## src/rtl/ifetch_unit.sv

```systemverilog
// ifetch_unit -- instruction fetch front end.
//
// Owns the PC, issues in-order word fetches to instruction memory, buffers the
// returned words together with their PC and hands them to decode. A redirect
// from execute replaces the PC, empties the buffer and discards every response
// still in flight for the old path.
//
// Ports:
//   i_clk, i_reset_n          clock, asynchronous active-low reset
//   o_imem_req_valid/_addr    fetch request (word aligned address)
//   i_imem_req_ready          memory accepts the request
//   i_imem_rsp_valid/_data    response word, returned in request order
//   i_redirect, i_redirect_pc taken branch/jump and its target
//   o_inst_valid, i_inst_ready decode handshake
//   o_inst, o_inst_pc, o_inst_pcplus4  buffer head word, its PC and PC + 4
module ifetch_unit #(
  parameter logic [31:0] RESET_PC = 32'h0000_0000,
  parameter int          DEPTH    = 2
) (
  input  logic        i_clk,
  input  logic        i_reset_n,
  output logic        o_imem_req_valid,
  output logic [31:0] o_imem_req_addr,
  input  logic        i_imem_req_ready,
  input  logic        i_imem_rsp_valid,
  input  logic [31:0] i_imem_rsp_data,
  input  logic        i_redirect,
  input  logic [31:0] i_redirect_pc,
  output logic        o_inst_valid,
  input  logic        i_inst_ready,
  output logic [31:0] o_inst,
  output logic [31:0] o_inst_pc,
  output logic [31:0] o_inst_pcplus4
);

  localparam int AW = (DEPTH > 1) ? $clog2(DEPTH) : 1;
  localparam int CW = AW + 1;

  typedef enum logic [1:0] {ST_BOOT, ST_RUN, ST_FLUSH} state_t;

  state_t        r_state;
  logic [31:0]   r_fetch_pc;
  logic [31:0]   r_rsp_pc;
  logic [CW-1:0] r_out_cnt;
  logic [CW-1:0] r_cnt;
  logic [CW-1:0] r_drop_cnt;
  logic [AW-1:0] r_wr_ptr;
  logic [AW-1:0] r_rd_ptr;
  logic [31:0]   r_buf_inst [DEPTH];
  logic [31:0]   r_buf_pc   [DEPTH];

  logic          w_pop;
  logic [CW:0]   w_credit;
  logic          w_req_acc;
  logic          w_redir;
  logic [31:0]   w_target;
  logic [CW-1:0] w_out_next;
  logic          w_dropping;
  logic          w_push;

  assign w_pop    = o_inst_valid & i_inst_ready;
  // Outstanding plus buffered words, counting the slot freed by this cycle's pop,
  // may never exceed DEPTH: every response then has a guaranteed buffer slot.
  assign w_credit = {1'b0, r_out_cnt} + {1'b0, r_cnt} - {{CW{1'b0}}, w_pop};

  assign o_imem_req_valid = (r_state == ST_RUN) && (w_credit < (CW+1)'(DEPTH));
  assign o_imem_req_addr  = r_fetch_pc;
  assign w_req_acc        = o_imem_req_valid & i_imem_req_ready;

  assign w_redir    = i_redirect & (r_state != ST_BOOT);
  assign w_target   = i_redirect_pc & 32'hFFFF_FFFC;
  // Requests still owed a response after this edge; on a redirect all of them
  // belong to the old path and become the drop count.
  assign w_out_next = r_out_cnt + CW'(w_req_acc) - CW'(i_imem_rsp_valid);
  assign w_dropping = (r_drop_cnt != '0);
  assign w_push     = i_imem_rsp_valid & ~w_redir & ~w_dropping;

  assign o_inst_valid   = (r_cnt != '0);
  // Head outputs read as zero while empty so reset clears them immediately.
  assign o_inst         = o_inst_valid ? r_buf_inst[r_rd_ptr] : 32'h0;
  assign o_inst_pc      = o_inst_valid ? r_buf_pc[r_rd_ptr] : 32'h0;
  assign o_inst_pcplus4 = o_inst_valid ? (r_buf_pc[r_rd_ptr] + 32'd4) : 32'h0;

  always_ff @(posedge i_clk or negedge i_reset_n) begin
    if (!i_reset_n) begin
      r_state    <= ST_BOOT;
      r_fetch_pc <= RESET_PC;
      r_rsp_pc   <= RESET_PC;
      r_out_cnt  <= '0;
      r_cnt      <= '0;
      r_drop_cnt <= '0;
      r_wr_ptr   <= '0;
      r_rd_ptr   <= '0;
    end else begin
      r_out_cnt <= w_out_next;

      case (r_state)
        ST_BOOT: r_state <= ST_RUN;
        default: begin
          if (w_redir) begin
            r_state <= (w_out_next != '0) ? ST_FLUSH : ST_RUN;
          end else if (r_state == ST_FLUSH && i_imem_rsp_valid && r_drop_cnt == CW'(1)) begin
            r_state <= ST_RUN;
          end
        end
      endcase

      if (w_redir) begin
        r_fetch_pc <= w_target;
        r_rsp_pc   <= w_target;
        r_drop_cnt <= w_out_next;
        r_cnt      <= '0;
        r_wr_ptr   <= '0;
        r_rd_ptr   <= '0;
      end else begin
        if (w_req_acc) begin
          r_fetch_pc <= r_fetch_pc + 32'd4;
        end
        if (i_imem_rsp_valid && w_dropping) begin
          r_drop_cnt <= r_drop_cnt - CW'(1);
        end
        if (w_push) begin
          r_rsp_pc <= r_rsp_pc + 32'd4;
          r_wr_ptr <= r_wr_ptr + AW'(1);
        end
        if (w_pop) begin
          r_rd_ptr <= r_rd_ptr + AW'(1);
        end
        r_cnt <= r_cnt + CW'(w_push) - CW'(w_pop);
      end
    end
  end

  // Buffer storage carries no reset; only entries below r_cnt are ever read.
  always_ff @(posedge i_clk) begin
    if (w_push) begin
      r_buf_inst[r_wr_ptr] <= i_imem_rsp_data;
      r_buf_pc[r_wr_ptr]   <= r_rsp_pc;
    end
  end

  // A response with the buffer full means the memory returned more words than
  // were requested.
  a_no_overflow: assert property (@(posedge i_clk) disable iff (!i_reset_n)
    i_imem_rsp_valid |-> (r_cnt != CW'(DEPTH)));

endmodule

```

## config.mk

```make
export PLATFORM = sky130hd
export DESIGN_NAME = ifetch_unit
export DESIGN_NICKNAME = d
export VERILOG_FILES = /design/src/rtl/ifetch_unit.sv
export SDC_FILE = /design/constraint.sdc
export NUM_CORES = 1
export LEC_CHECK = 0
export ABC_AREA = 1
export ABC_CLOCK_PERIOD_IN_PS = 11000
export BUFFER_PORTS_ARGS = -buffer_cell sky130_fd_sc_hd__buf_4
export CAP_MARGIN = 10
export CORE_ASPECT_RATIO = 0.75
export CORE_MARGIN = 8
export CORE_UTILIZATION = 61
export DETAILED_ROUTE_END_ITERATION = 8
export GPL_TIMING_DRIVEN = 0
export PLACE_DENSITY = 0.87
export RECOVER_POWER = 25
export SLEW_MARGIN = 20
export SYNTH_ARGS = -nofsm -noshare
export SYNTH_HDL_FRONTEND = slang
export SYNTH_SLANG_ARGS = --single-unit
```

## constraint.sdc

```tcl
create_clock -name i_clk -period 11 [get_ports i_clk]
set_input_delay 3.3 -clock i_clk [delete_from_list [all_inputs] [get_ports i_clk]]
set_output_delay 3.3 -clock i_clk [all_outputs]
set_load 0.005 [all_outputs]
```

; ---- After elaboration in Yosys (flattened, before gate mapping)
; Memories as Yosys holds them, arrays and structs flattened.
; Index checks and enable logic that the tools add are counted.
[totals]
regBits = 74
word_cells = 67
ramBits = 128
output_inout_bits = 130
memories = 2
[op_classes]
n_lt_le_gt_ge = 1
add_sub_neg = 12
n_bitwise = 7
mux = 20
n_reduce_logical = 14
n_eq_ne = 3
[memory_table]
columns = memory, words, width, read_ports, rd_clocked_by_memory_dff, wr, line
row1 = r_buf_inst, 2, 32, 1, 0, 1, 49  ; logic [31:0] r_buf_inst [DEPTH];
row2 = r_buf_pc, 2, 32, 1, 0, 1, 50  ; logic [31:0] r_buf_pc [DEPTH];
[op_table]
columns = operator, count
row1 = two-way mux 32 bit, 7
row2 = adder 32 x 3 -> 32 bit (second input constant), 3
row3 = nonzero test 2 bit, 8
row4 = two-way mux 2 bit, 7
row5 = two-way mux 1 bit, 6
row6 = bitwise AND 1 bit, 5
row7 = adder 2 x 1 -> 2 bit, 2
row8 = == test 2 x 1 -> 1 bit (second input constant), 2
row9 = logical AND 1 bit, 4
row10 = subtractor 2 x 1 -> 2 bit, 2
row11 = adder 2 x 2 -> 3 bit, 1
row12 = less-than comparator 3 x 2 -> 1 bit (second input constant), 1
row13 = nonzero test 3 bit, 1
row14 = subtractor 3 x 1 -> 3 bit, 1
row15 = adder 1 bit (second input constant), 2
row16 = == test 2 bit (second input constant), 1
row17 = zero test 2 bit, 1
row18 = inverter 1 bit, 2
row19 = subtractor 2 x 1 -> 2 bit (second input constant), 1

; ---- Longest topological paths before layout
; Gate-level depths: netlist of the first run.
[depth]
ltp_word = 12
depth_mapped = 19
depth_no_buf = 19

; ---- Least setup slack after synthesis of the first run
; OpenSTA, ideal clock, no wires.
[synth_timing]
path_type = input to output
start = input port i_inst_ready
end = output port o_imem_req_valid
cell_stages = 10
arrival_ps = 4394
required_ps = 7700
n_path_buf = 0
setup_slack_ps = 3306
path_cell_list = nand2_1 inv_1 nand2_1 o21ai_0 nand2_1 fa_1 nand2_1 nor2_1 nand2_1 inv_1
[synth_via]
elab_chain_len = 4
[synth_rtl]
columns = item, line
row1 = start: declaration, 30  ; input logic i_inst_ready,
row2 = bitwise AND 1 bit, 61  ; assign w_pop = o_inst_valid & i_inst_ready;
row3 = subtractor 3 x 1 -> 3 bit, 64  ; assign w_credit = {1'b0, r_out_cnt} + {1'b0, r_cnt} - {{CW{1'b0}}, w_pop};
row4 = less-than comparator 3 x 2 -> 1 bit, 66  ; assign o_imem_req_valid = (r_state == ST_RUN) && (w_credit < (CW+1)'(DEPTH));
row5 = logical AND 1 bit, 66
row6 = end: declaration, 22  ; output logic o_imem_req_valid,
; No other way between the ends.

; ---- Final worst setup path of the first run
; Same ends and word-level chain as after synthesis.

==> flow_metrics.tcl, run 1 <==
set metrics [dict create \
    peakVddDrop_mv 0.153 \
    cap_violations 1 \
    fin_crit_ns 8.22 \
    ys_warn_count 0 \
    rows 41 \
    fin_cells 1798 \
    antenna_found_initial 1 \
    synth_area_mm2 0.0106 \
    relSlewSlack -1.62 \
    grt_pass1_vias 9722 \
    ant_nets 0 \
    finClkSkew_ns 0.0101 \
    synthAdderAreaFrac 0.0137 \
    die-area_mm2 0.0219 \
    syn_to_final_growth_pct 22.5 \
    drc 0 \
    synth-edff-count 124 \
    place_hpwl_mm 23.1 \
    synth_top_family_by_area "simple AND/OR/NAND/NOR gates" \
    yosys.cell_types.count 44 \
    worstSetupStartpointType "primary input" \
    ff_latch_area_mm2 0.00548 \
    synth_ff_type "edfxtp_1" \
    placed_cell_area_mm2 0.0124 \
    wl_per_cell_um 17.2 \
    post_cts.repair.setup_buffers 0 \
    rsz0062_at_grt "false" \
    num_io_pins 200 \
    layout-drive-gt1-share 0.173 \
    die_h_um 130 \
    dr.pass1.iters 6 \
    ys_seq_area_frac 0.516 \
    cts.sinks 194 \
    vias 10200 \
    nets 1651 \
    grt.total_usage 0.282 \
    end_kind "output port" \
    hold_viol_final 0 \
    start_util 0.627 \
    synth_simple_gate_area_share 0.310 \
    routed_via_density 5.65 \
    clockBufferDepth 2 \
    cts_hold_buf 0 \
    cts_max_level 4 \
    cp.arrival_ns 4.92 \
    p_leak_nw 5.98 \
    path_class "in2out" \
    grt-ovfl-total 0 \
    drt_iter0_drc 1114 \
    whs_ns 0.522 \
    fin_util 0.768 \
    clkTransAtPathRegs_ns 0.08 \
    setup_viol 0 \
    timing.final.crit_share 0.747 \
    place_congestion 0.978 \
    core_area_mm2 0.0169 \
    violations "capacitance limit, slew limit" \
    hold_class "reg2reg" \
    dp_cells 1766 \
    wl_mm 30.9 \
    critPathRequiredTime_ns 7.70 \
    grt_max_degree 71 \
    filler_cell_count 1227 \
    root_buffer "clkbuf_16" \
    io_buffers 191 \
    status "finished with violations" \
    synth_compound_area_frac 0.0778 \
    cts_resized 0 \
    stdcell_area_mm2 0.0130 \
    synthArstFlopShare 0.361 \
    diodes 0 \
    drv_slew 71 \
    fmax_mhz 122 \
    multi_input_area_mm2 0.00440 \
    setup_tns_ns 0 \
    numCtsBuffers 17 \
    synthCells 1351 \
    cts_tree "done" \
    synth_xor_area_frac 0.00990 \
    synth.area.mux_share 0 \
    syn_avg_cell_area_um2 7.85 \
    clock_latency_ns 0.44 \
    die_x_um 168 \
    tightest_slew_ns 3.93 \
    grt_pass1_wl_mm 49.4 \
    ys_seq_elements 194 \
    power_density_mw_per_mm2 258 \
    critPathMaxFanout 3 \
]
==> kinds of logic (layout without fill, tap and decap cells) <==
logic type      Yosys count  after routing
simple gates            798            798
other cells               1              6
buf+inv                 182            409
xor+xnor                 12             12
compound gates          153            153
fa+ha+maj                11             11
flops                   194            194
==> report_power, final <==
group          leakage, nW  internal [mW]  switching, mW
Combinational         3.75          0.604          0.938
Clock                0.274          0.305          0.303
Sequential            1.97          0.983          0.223
==> cell type report <==
cell class,instances,share of cell area
Clock buffer,17,0.0327
Inverter,132,0.0381
Sequential cell,194,0.421
Clock inverter,15,0.0120
Tap cell,215,0.0207
Timing Repair Buffer,195,0.116
Buffer,50,0.0211
Multi-Input combinational cell,980,0.339
==> Yosys cell counts, types with 2 or more instances <==
| cell type | n | share of area |
|---|---|---|
| o21bai_1 | 5 | 0.0035 |
| a21oi_1 | 94 | 0.044 |
| and2_1 | 3 | 0.0018 |
| buf_1 | 4 | 0.0014 |
| inv_1 | 125 | 0.044 |
| ha_1 | 10 | 0.012 |
| o21ai_1 | 4 | 0.0019 |
| nand3_1 | 98 | 0.046 |
| o21ai_0 | 26 | 0.012 |
| clkbuf_1 | 23 | 0.0081 |
| nor2_4 | 2 | 0.0021 |
| xnor2_1 | 3 | 0.0025 |
| nor3b_1 | 2 | 0.0014 |
| buf_4 | 8 | 0.0057 |
| nor3_1 | 7 | 0.0033 |
| xor2_1 | 9 | 0.0074 |
| buf_2 | 8 | 0.0038 |
| o22ai_1 | 3 | 0.0018 |
| edfxtp_1 | 124 | 0.35 |
| clkinv_1 | 2 | 0.00071 |
| nand3_2 | 3 | 0.0028 |
| nand4_1 | 10 | 0.0059 |
| nor2_2 | 10 | 0.0059 |
| inv_2 | 5 | 0.0018 |
| a31oi_1 | 10 | 0.0059 |
| nor2_1 | 189 | 0.067 |
| nand2_1 | 459 | 0.16 |
| buf_6 | 6 | 0.0064 |
| dfrtp_1 | 70 | 0.17 |
| o211ai_1 | 7 | 0.0050 |
| nand2_2 | 5 | 0.0029 |
| nand3b_1 | 5 | 0.0035 |
==> per-stage QoR <==
stage	total power, mW	setup slack (ns)
5_1_grt	3.57	2.69
2_1_floorplan	2.03	3.31
6_report	3.36	2.78
3_5_place_dp	2.72	2.81
3_3_place_gp	2.64	2.75
4_1_cts	3.33	2.81
==> critical path, stage by stage <==
cell and delay [ns]:
buf_4 0.10, nand2_1 0.09, inv_1 0.14, nand2_1 0.09, o21ai_0 0.09, nand2_1 0.09
fa_1 0.52, nand2_1 0.05, nor2_1 0.19, nand2_1 0.08, inv_1 0.07, buf_4 0.10
==> metal layers <==
metal,global-route usage,wire (µm)
met1,0.368,12800
met5,0,0
met4,0.0937,696
met3,0.0769,3490
met2,0.453,13900
==> final timing paths <==
check / start / endpoint / slack, ns / cells past startpoint
setup / recovery: i_inst_ready / o_imem_req_valid / 2.78 / 12
hold / removal: r_drop_cnt[1] / r_drop_cnt[1] / 0.52 / 2
setup reg to reg: r_cnt[1] / r_state[0] / 6.83 / 18
hold reg to reg: r_drop_cnt[1] / r_drop_cnt[1] / 0.52 / 2
max in group asynchronous: i_reset_n / o_imem_req_addr[15] / 4.54 / 1
min in group asynchronous: i_reset_n / o_imem_req_addr[29] / 4.20 / 1
==> flip-flops by register name, summed over array words and instances, names as in the netlist <==
name / flops
r_out_cnt: 2
r_state: 2
o_imem_req_addr: 30
r_rd_ptr: 1
r_cnt: 2
r_drop_cnt: 2
r_rsp_pc: 30
r_buf_pc: 60
r_wr_ptr: 1
r_buf_inst: 64
==> layout by cell type, fill, tap and decap left out, types with 3 or more instances in the layout <==
master | synthesis | layout
o211ai_1 | 7 | 7
nand2_1 | 459 | 459
nand4_1 | 10 | 10
nand3_1 | 98 | 98
o21bai_1 | 5 | 5
ha_1 | 10 | 10
inv_6 | 0 | 3
nor3_1 | 7 | 7
edfxtp_1 | 124 | 124
buf_4 | 8 | 166
buf_2 | 8 | 8
nor2_4 | 2 | 4
clkbuf_4 | 0 | 26
nand2_2 | 5 | 5
a31oi_1 | 10 | 10
inv_1 | 125 | 125
nand3b_1 | 5 | 5
o22ai_1 | 3 | 3
buf_1 | 4 | 4
inv_2 | 5 | 5
clkbuf_1 | 23 | 30
and2_1 | 3 | 3
xnor2_1 | 3 | 3
o21ai_0 | 26 | 26
conb_1 | 1 | 6
nor2_1 | 189 | 187
clkinvlp_4 | 0 | 4
dfrtp_1 | 70 | 70
clkbuf_16 | 0 | 17
nor2_2 | 10 | 10
o21ai_1 | 4 | 4
inv_8 | 0 | 6
xor2_1 | 9 | 9
nand3_2 | 3 | 3
buf_6 | 6 | 6
a21oi_1 | 94 | 94
No activity file was read; power rests on OpenSTA's default activity.
==> run 2: changes to the inputs <==
- ABC_AREA: 1 -> 0
- ABC_CLOCK_PERIOD_IN_PS: 11000 -> 7250
- CORE_UTILIZATION: 61 -> 50
- PLACE_DENSITY: 0.87 -> 0.77
- clock period: 11 -> 7.25 ns (I/O delays scaled with it)
==> run 2 against run 1 <==
  * Routed wire length shrank 15%
  * The flow still finishes with violations (capacitance limit, slew limit)
  * Clock skew grew 0.00072 ns
  * Global-route usage down 6.6 points
  * Design area down 8.3%
  * Sequential share of layout area increased by 3.8 points
  * Die area up 8.7%
  * Via count fell by 26%
  * Utilization down 13 points
  * Synthesized cell count down 38%
==> flow_metrics.tcl, run 2 <==
set metrics [dict create \
    placed_cell_area_mm2 0.0114 \
    dr.pass1.iters 6 \
    core_area_mm2 0.0186 \
    fin_crit_ns 6.35 \
    synth_ff_type "edfxtp_1" \
    synth_xor_area_frac 0.0624 \
    grt-ovfl-total 0 \
    relSlewSlack -1.51 \
    ys_seq_elements 194 \
    p_leak_nw 4.59 \
    pwr-share-comb 0.381 \
    netlist_top_cells_area "edfxtp_1, dfrtp_1, mux2i_1, nor2_1, xnor2_1" \
    syn_avg_cell_area_um2 11.4 \
    post_cts.repair.setup_buffers 0 \
    peakVddDrop_mv 0.182 \
    wl_per_cell_um 19.9 \
    critPathRequiredTime_ns 5.08 \
    end_kind "output port" \
    synth_top_family_by_area "simple AND/OR/NAND/NOR gates" \
    syn_to_final_growth_pct 24.8 \
    drc 0 \
    synth.most_common_cell "nor2_1" \
    violations "capacitance limit, slew limit" \
    grt_pass1_vias 7169 \
    grt.total_usage 0.216 \
    synthArstFlopShare 0.361 \
    synth.area.mux_share 0.0670 \
    root_buffer "clkbuf_16" \
    largest_reg_flops 64 \
    rsz0062_at_grt "false" \
    yosys.cell_types.count 61 \
    fmax_mhz 157 \
    finClkSkew_ns 0.0108 \
    ant_nets 0 \
    p_sw_frac 0.376 \
    antenna_found_initial 0 \
    cts_hold_buf 0 \
    status "finished with violations" \
    die_h_um 136 \
    layout-drive-gt1-share 0.242 \
    place_congestion 0.880 \
    p_sw_mw 1.58 \
    power_mw 4.19 \
    die-area_mm2 0.0238 \
    power_density_mw_per_mm2 352 \
    wl_mm 26.2 \
    synth_simple_gate_area_share 0.175 \
    final_common_cell "buf_4" \
    drv_slew 71 \
    clockBufferDepth 2 \
    synth_area_mm2 0.00955 \
    diodes 0 \
    grt_pass1_wl_mm 40.2 \
    num_io_pins 200 \
    filler_cell_count 1516 \
    synth_compound_area_frac 0.0782 \
    seqPwrFrac 0.404 \
    ys_warn_count 0 \
    synth_commonest_cells "nor2_1, edfxtp_1, dfrtp_1" \
    tightest_slew_ns 3.77 \
    start_util 0.513 \
    hold_viol_final 0 \
    worstSetupStartpointType "register" \
    synthAdderAreaFrac 0.0152 \
    synth_largest_area_cell "edfxtp_1" \
    max_stage_delay_ns 0.75 \
    hold_class "reg2reg" \
    path_cells "buf_4, buf_2, buf_2, buf_2, mux2_2, ha_1, nand4_1, nor4_1, o211ai_1, o21ai_0, o31ai_1, buf_4" \
    path_class "reg2out" \
    drt_iter0_drc 790 \
    cts.sinks 194 \
    cts_tree "done" \
    place_hpwl_mm 20.0 \
    cts_max_level 4 \
    stdcell_area_mm2 0.0119 \
    numCtsBuffers 17 \
    final_cell_mix "buf_4, nor2_1, edfxtp_1" \
    p_int_mw 2.61 \
    cp.arrival_ns 4.18 \
    clock_latency_ns 0.43 \
    synth_top_area_share 0.390 \
    synthCells 839 \
    clkPwrFrac 0.215 \
    nets 1138 \
    setup_viol 0 \
    io_buffers 191 \
    largestRegisters "r_buf_inst: 64 flops, r_buf_pc: 60 flops" \
    critPathMaxFanout 10 \
    cpMaxStageDelayCell "nor4_1" \
    ys_seq_area_frac 0.573 \
    cpMostUsedCell "buf_2" \
    vias 7515 \
    cts_resized 0 \
    grt_max_degree 71 \
    clkTransAtPathRegs_ns 0.07 \
    regMostFlops "r_buf_inst" \
    synth-edff-count 124 \
    timing.final.crit_share 0.876 \
    cap_violations 1 \
    die_x_um 176 \
    rows 43 \
    routed_via_density 5.71 \
]
[run 2: cell count changes after synthesis, moves of 11 or more]
cell	change
nor2_1	-62
or3_1	+13
nand3_1	-68
nand2_1	-419
xor2_1	+16
and2_1	+11
a21oi_1	-33
mux2i_1	+56
nand4_1	+12
xnor2_1	+40
inv_1	-105
[run 2: cell families after synthesis]
group           Yosys count
simple gates            315
flops                   194
compound gates          126
xor+xnor                 68
mux                      63
buf+inv                  61
fa+ha+maj                11
other cells               1
[run 2: layout make-up]
type,count,area [µm²],area share
buffer,41,200,0.0168
clock buffer,17,425,0.0357
clock inverter,15,143,0.0120
inverter,20,75.1,0.00630
multi-input combinational,589,3830,0.321
sequential,194,5480,0.460
tap,247,309,0.0259
timing repair buffer,194,1460,0.122
[run 2: final timing paths]
kind	to	from	depth (start not counted)	slack, ns
max in group asynchronous	r_rsp_pc[10]	i_reset_n	1	2.10
worst max register to register	r_state[0]	r_cnt[1]	14	3.53
min in group asynchronous	o_imem_req_addr[26]	i_reset_n	1	3.03
worst min-delay path	r_buf_pc[0][29]	r_rsp_pc[29]	0	0.52
worst max-delay path	o_inst_pcplus4[24]	r_rd_ptr	12	0.90
worst min register to register	r_buf_pc[0][29]	r_rsp_pc[29]	0	0.52
[run 2: metrics by stage]
step	setup slack [ns]	util	hold WS, ns	TNS (ns)	instances
after CTS	0.947	0.642	0.520	0	1317
final	0.896	0.640	0.519	0	1317
after floorplan	1.43	-	0.451	0	844
after global placement	-0.329	0.608	0.492	-20.13	1282
after global routing	0.535	0.640	0.537	0	1317
after detailed placement	0.953	0.612	0.505	0	1285
[run 2: per-layer routing]
metal | track usage | up-vias | share of wire | wire (µm)
met5 | 0 | - | 0 | 0
met3 | 0.0552 | 23 | 0.10 | 2670
met1 | 0.325 | 3585 | 0.47 | 12400
met4 | 0.0474 | 0 | 0.011 | 277
met2 | 0.307 | 420 | 0.41 | 10800
li1 | - | 3487 | - | -
[run 2: critical path, delay by kind of cell, from the launching register on]
| family | cells | cell delay [ns] |
|---|---|---|
| simple gates | 2 | 0.87 |
| compound gates | 3 | 0.79 |
| fa+ha+maj | 1 | 0.28 |
| buf+inv | 5 | 1.18 |
| flops | 1 | 0.35 |
| mux | 1 | 0.26 |
[run 2: power groups by stage]
| stage | Combinational (mW) | Clock (mW) | Sequential (mW) |
|---|---|---|---|
| 5_1_grt | 1.75 | 0.957 | 1.72 |
| 3_3_place_gp | 1.56 | 0 | 1.70 |
| 4_1_cts | 1.61 | 0.908 | 1.68 |
| 6_report | 1.60 | 0.900 | 1.69 |
| 2_1_floorplan | 0.893 | 0 | 1.64 |
| 3_5_place_dp | 1.60 | 0 | 1.70 |
==> run 3: changes to the inputs <==
- BUFFER_PORTS_ARGS: -buffer_cell sky130_fd_sc_hd__buf_4 -> -buffer_cell sky130_fd_sc_hd__clkbuf_2
==> run 3 against run 2 <==
  * The flow still finishes with violations (capacitance limit, slew limit)
  * Routed wire length grew 0.78%
  * Die area unchanged
  * Combinational power down 8%
  * Non-clock buffer count up 1
  * Utilization down 2.4 points
  * Hold slack improved by 0.0089 ns
  * Critical endpoint is now o_imem_req_valid
  * Largest power group unchanged
  * Highest routed layer unchanged
==> flow_metrics.tcl, run 3 (synthesis results as in run 2) <==
set metrics [dict create \
    worstSetupStartpointType "primary input" \
    fmax_mhz 157 \
    place_hpwl_mm 20.2 \
    drt_iter0_drc 640 \
    ant_nets 0 \
    rsz0062_at_grt "false" \
    grt-ovfl-total 0 \
    critPathMaxFanout 8 \
    clockBufferDepth 2 \
    routed-wl-met3_mm 2.64 \
    antenna_found_initial 0 \
    layout-drive-gt1-share 0.232 \
    fin_util 0.616 \
    timing.final.crit_share 0.876 \
    topRoutingLayerUsed "met4" \
    critPathRequiredTime_ns 5.08 \
    core_area_mm2 0.0186 \
    relSlewSlack -0.313 \
    fin_crit_ns 6.35 \
    cts_hold_buf 0 \
    cts_max_level 4 \
    hold_class "reg2reg" \
    cts_resized 0 \
    cpMaxStageDelayCell "xnor2_1" \
    syn_to_final_growth_pct 20.1 \
    drv_slew 36 \
    largest_reg_flops 64 \
    die_x_um 176 \
    post_cts.repair.setup_buffers 0 \
    hold_viol_final 0 \
    start_util 0.513 \
    diodes 0 \
    wl_mm 26.4 \
    path_class "in2out" \
    crit_family "XOR/XNOR gates" \
    cap_violations 1 \
    num_io_pins 200 \
    path_cells "clkbuf_2, nand2_1, nor2_1, o21ai_0, fa_1, xnor2_1, nor4bb_1, clkbuf_2" \
    cts_tree "done" \
    die_h_um 136 \
    grt_pass1_vias 7313 \
    cp.arrival_ns 4.17 \
    drc 0 \
    die-area_mm2 0.0238 \
    filler_cell_count 1564 \
    cpMostUsedCell "clkbuf_2" \
    clock_latency_ns 0.43 \
    power_density_mw_per_mm2 355 \
    cts.sinks 194 \
    status "finished with violations" \
    finClkSkew_ns 0.0132 \
    end_kind "output port" \
    rows 43 \
    routed_via_density 5.65 \
    setup_viol 0 \
    grt_max_degree 38 \
    wl_met1_mm 12.4 \
    final_cell_mix "clkbuf_2, nor2_1, edfxtp_1" \
    dr.pass1.iters 5 \
    final_common_cell "clkbuf_2" \
    regMostFlops "r_buf_inst" \
    p_leak_nw 4.44 \
    peakVddDrop_mv 0.179 \
    largestRegisters "r_buf_inst: 64 flops, r_buf_pc: 60 flops" \
    fin_cells 1318 \
    met2_length_mm 10.9 \
    root_buffer "clkbuf_16" \
    dp_cells 1286 \
    place_congestion 0.900 \
    wl_per_cell_um 20.0 \
    grt_pass1_wl_mm 40.7 \
    io_buffers 191 \
    numCtsBuffers 17 \
    cp_num_buf_inv 2 \
    max_stage_delay_ns 0.84 \
    grt.total_usage 0.219 \
    vias 7442 \
    nets 1139 \
    clkTransAtPathRegs_ns 0.07 \
    violations "capacitance limit, slew limit" \
    tightest_slew_ns 1.97 \
]
==> run 3: cell count changes in the layout (fill, tap and decap cells not counted) <==
cell | previous run | this run
buf_4 | 165 | 8
inv_8 | 4 | 2
buf_12 | 2 | 3
clkinv_2 | 1 | 0
clkbuf_2 | 1 | 169
clkbuf_1 | 26 | 37
clkinv_4 | 3 | 4
inv_6 | 4 | 7
clkinv_1 | 0 | 1
clkbuf_4 | 22 | 0
clkinvlp_4 | 2 | 0
==> run 3: area by class of cell <==
cell class              count  area, µm²  share of cell area
plain buffers              41        200              0.0175
clock buffers              17        425              0.0371
clock inverters            15        139              0.0121
inverters                  20       75.1             0.00655
multi-input cells         589       3830               0.334
flip-flops and latches    194       5480               0.477
well taps                 247        309              0.0269
repair buffers            195       1010              0.0885
==> run 3: power breakdown <==
part           internal (mW)  leakage, nW  total (mW)  switching, mW
clock                  0.456        0.278       0.905          0.449
combinational          0.589         2.26        1.48          0.886
sequential              1.44         1.90        1.69          0.255
==> run 3: worst reg2reg max path, cell delays in order, from the launching register on <==
cell and delay [ns]:
dfrtp_1 0.42, inv_1 0.06, ha_1 0.30, fa_1 0.44, xnor2_1 0.84, nor2_1 0.29
inv_1 0.12, ha_1 0.23, inv_1 0.06, ha_1 0.14, xnor2_1 0.07, xnor2_1 0.27
nand2b_1 0.16, a22o_1 0.21, a32oi_1 0.16
==> run 3: path summary, 6_finish.rpt <==
check	slack, ns	cells after the start	from	end
min in group asynchronous	2.29	1	i_reset_n	o_imem_req_addr[26]
max in group asynchronous	3.82	1	i_reset_n	r_rsp_pc[21]
worst max register to register	3.40	14	r_cnt[1]	r_state[0]
worst max-delay path	0.90	8	i_inst_ready	o_imem_req_valid
worst min-delay path	0.53	0	r_rsp_pc[31]	r_buf_pc[0][31]
worst min register to register	0.53	0	r_rsp_pc[31]	r_buf_pc[0][31]
==> run 3: per-stage QoR <==
stage / hold slack (ns) / power, mW / setup WS, ns / setup TNS, ns / cell area [µm²]
2_1_floorplan: 0.451 / 2.53 / 1.43 / 0 / 9570
3_3_place_gp: 0.492 / 3.12 / -0.352 / -21.60 / 10800
3_5_place_dp: 0.500 / 3.18 / 0.929 / 0 / 10900
4_1_cts: 0.528 / 4.08 / 0.928 / 0 / 11500
5_1_grt: 0.536 / 4.30 / 0.711 / 0 / 11500
6_report: 0.528 / 4.07 / 0.901 / 0 / 11500
==> run 3: layer usage <==
| layer | track usage | vias to the layer above |
|---|---|---|
| met3 | 0.0521 | 35 |
| met1 | 0.323 | 3539 |
| met5 | 0 | - |
| met2 | 0.316 | 392 |
| li1 | - | 3476 |
| met4 | 0.0578 | 0 |
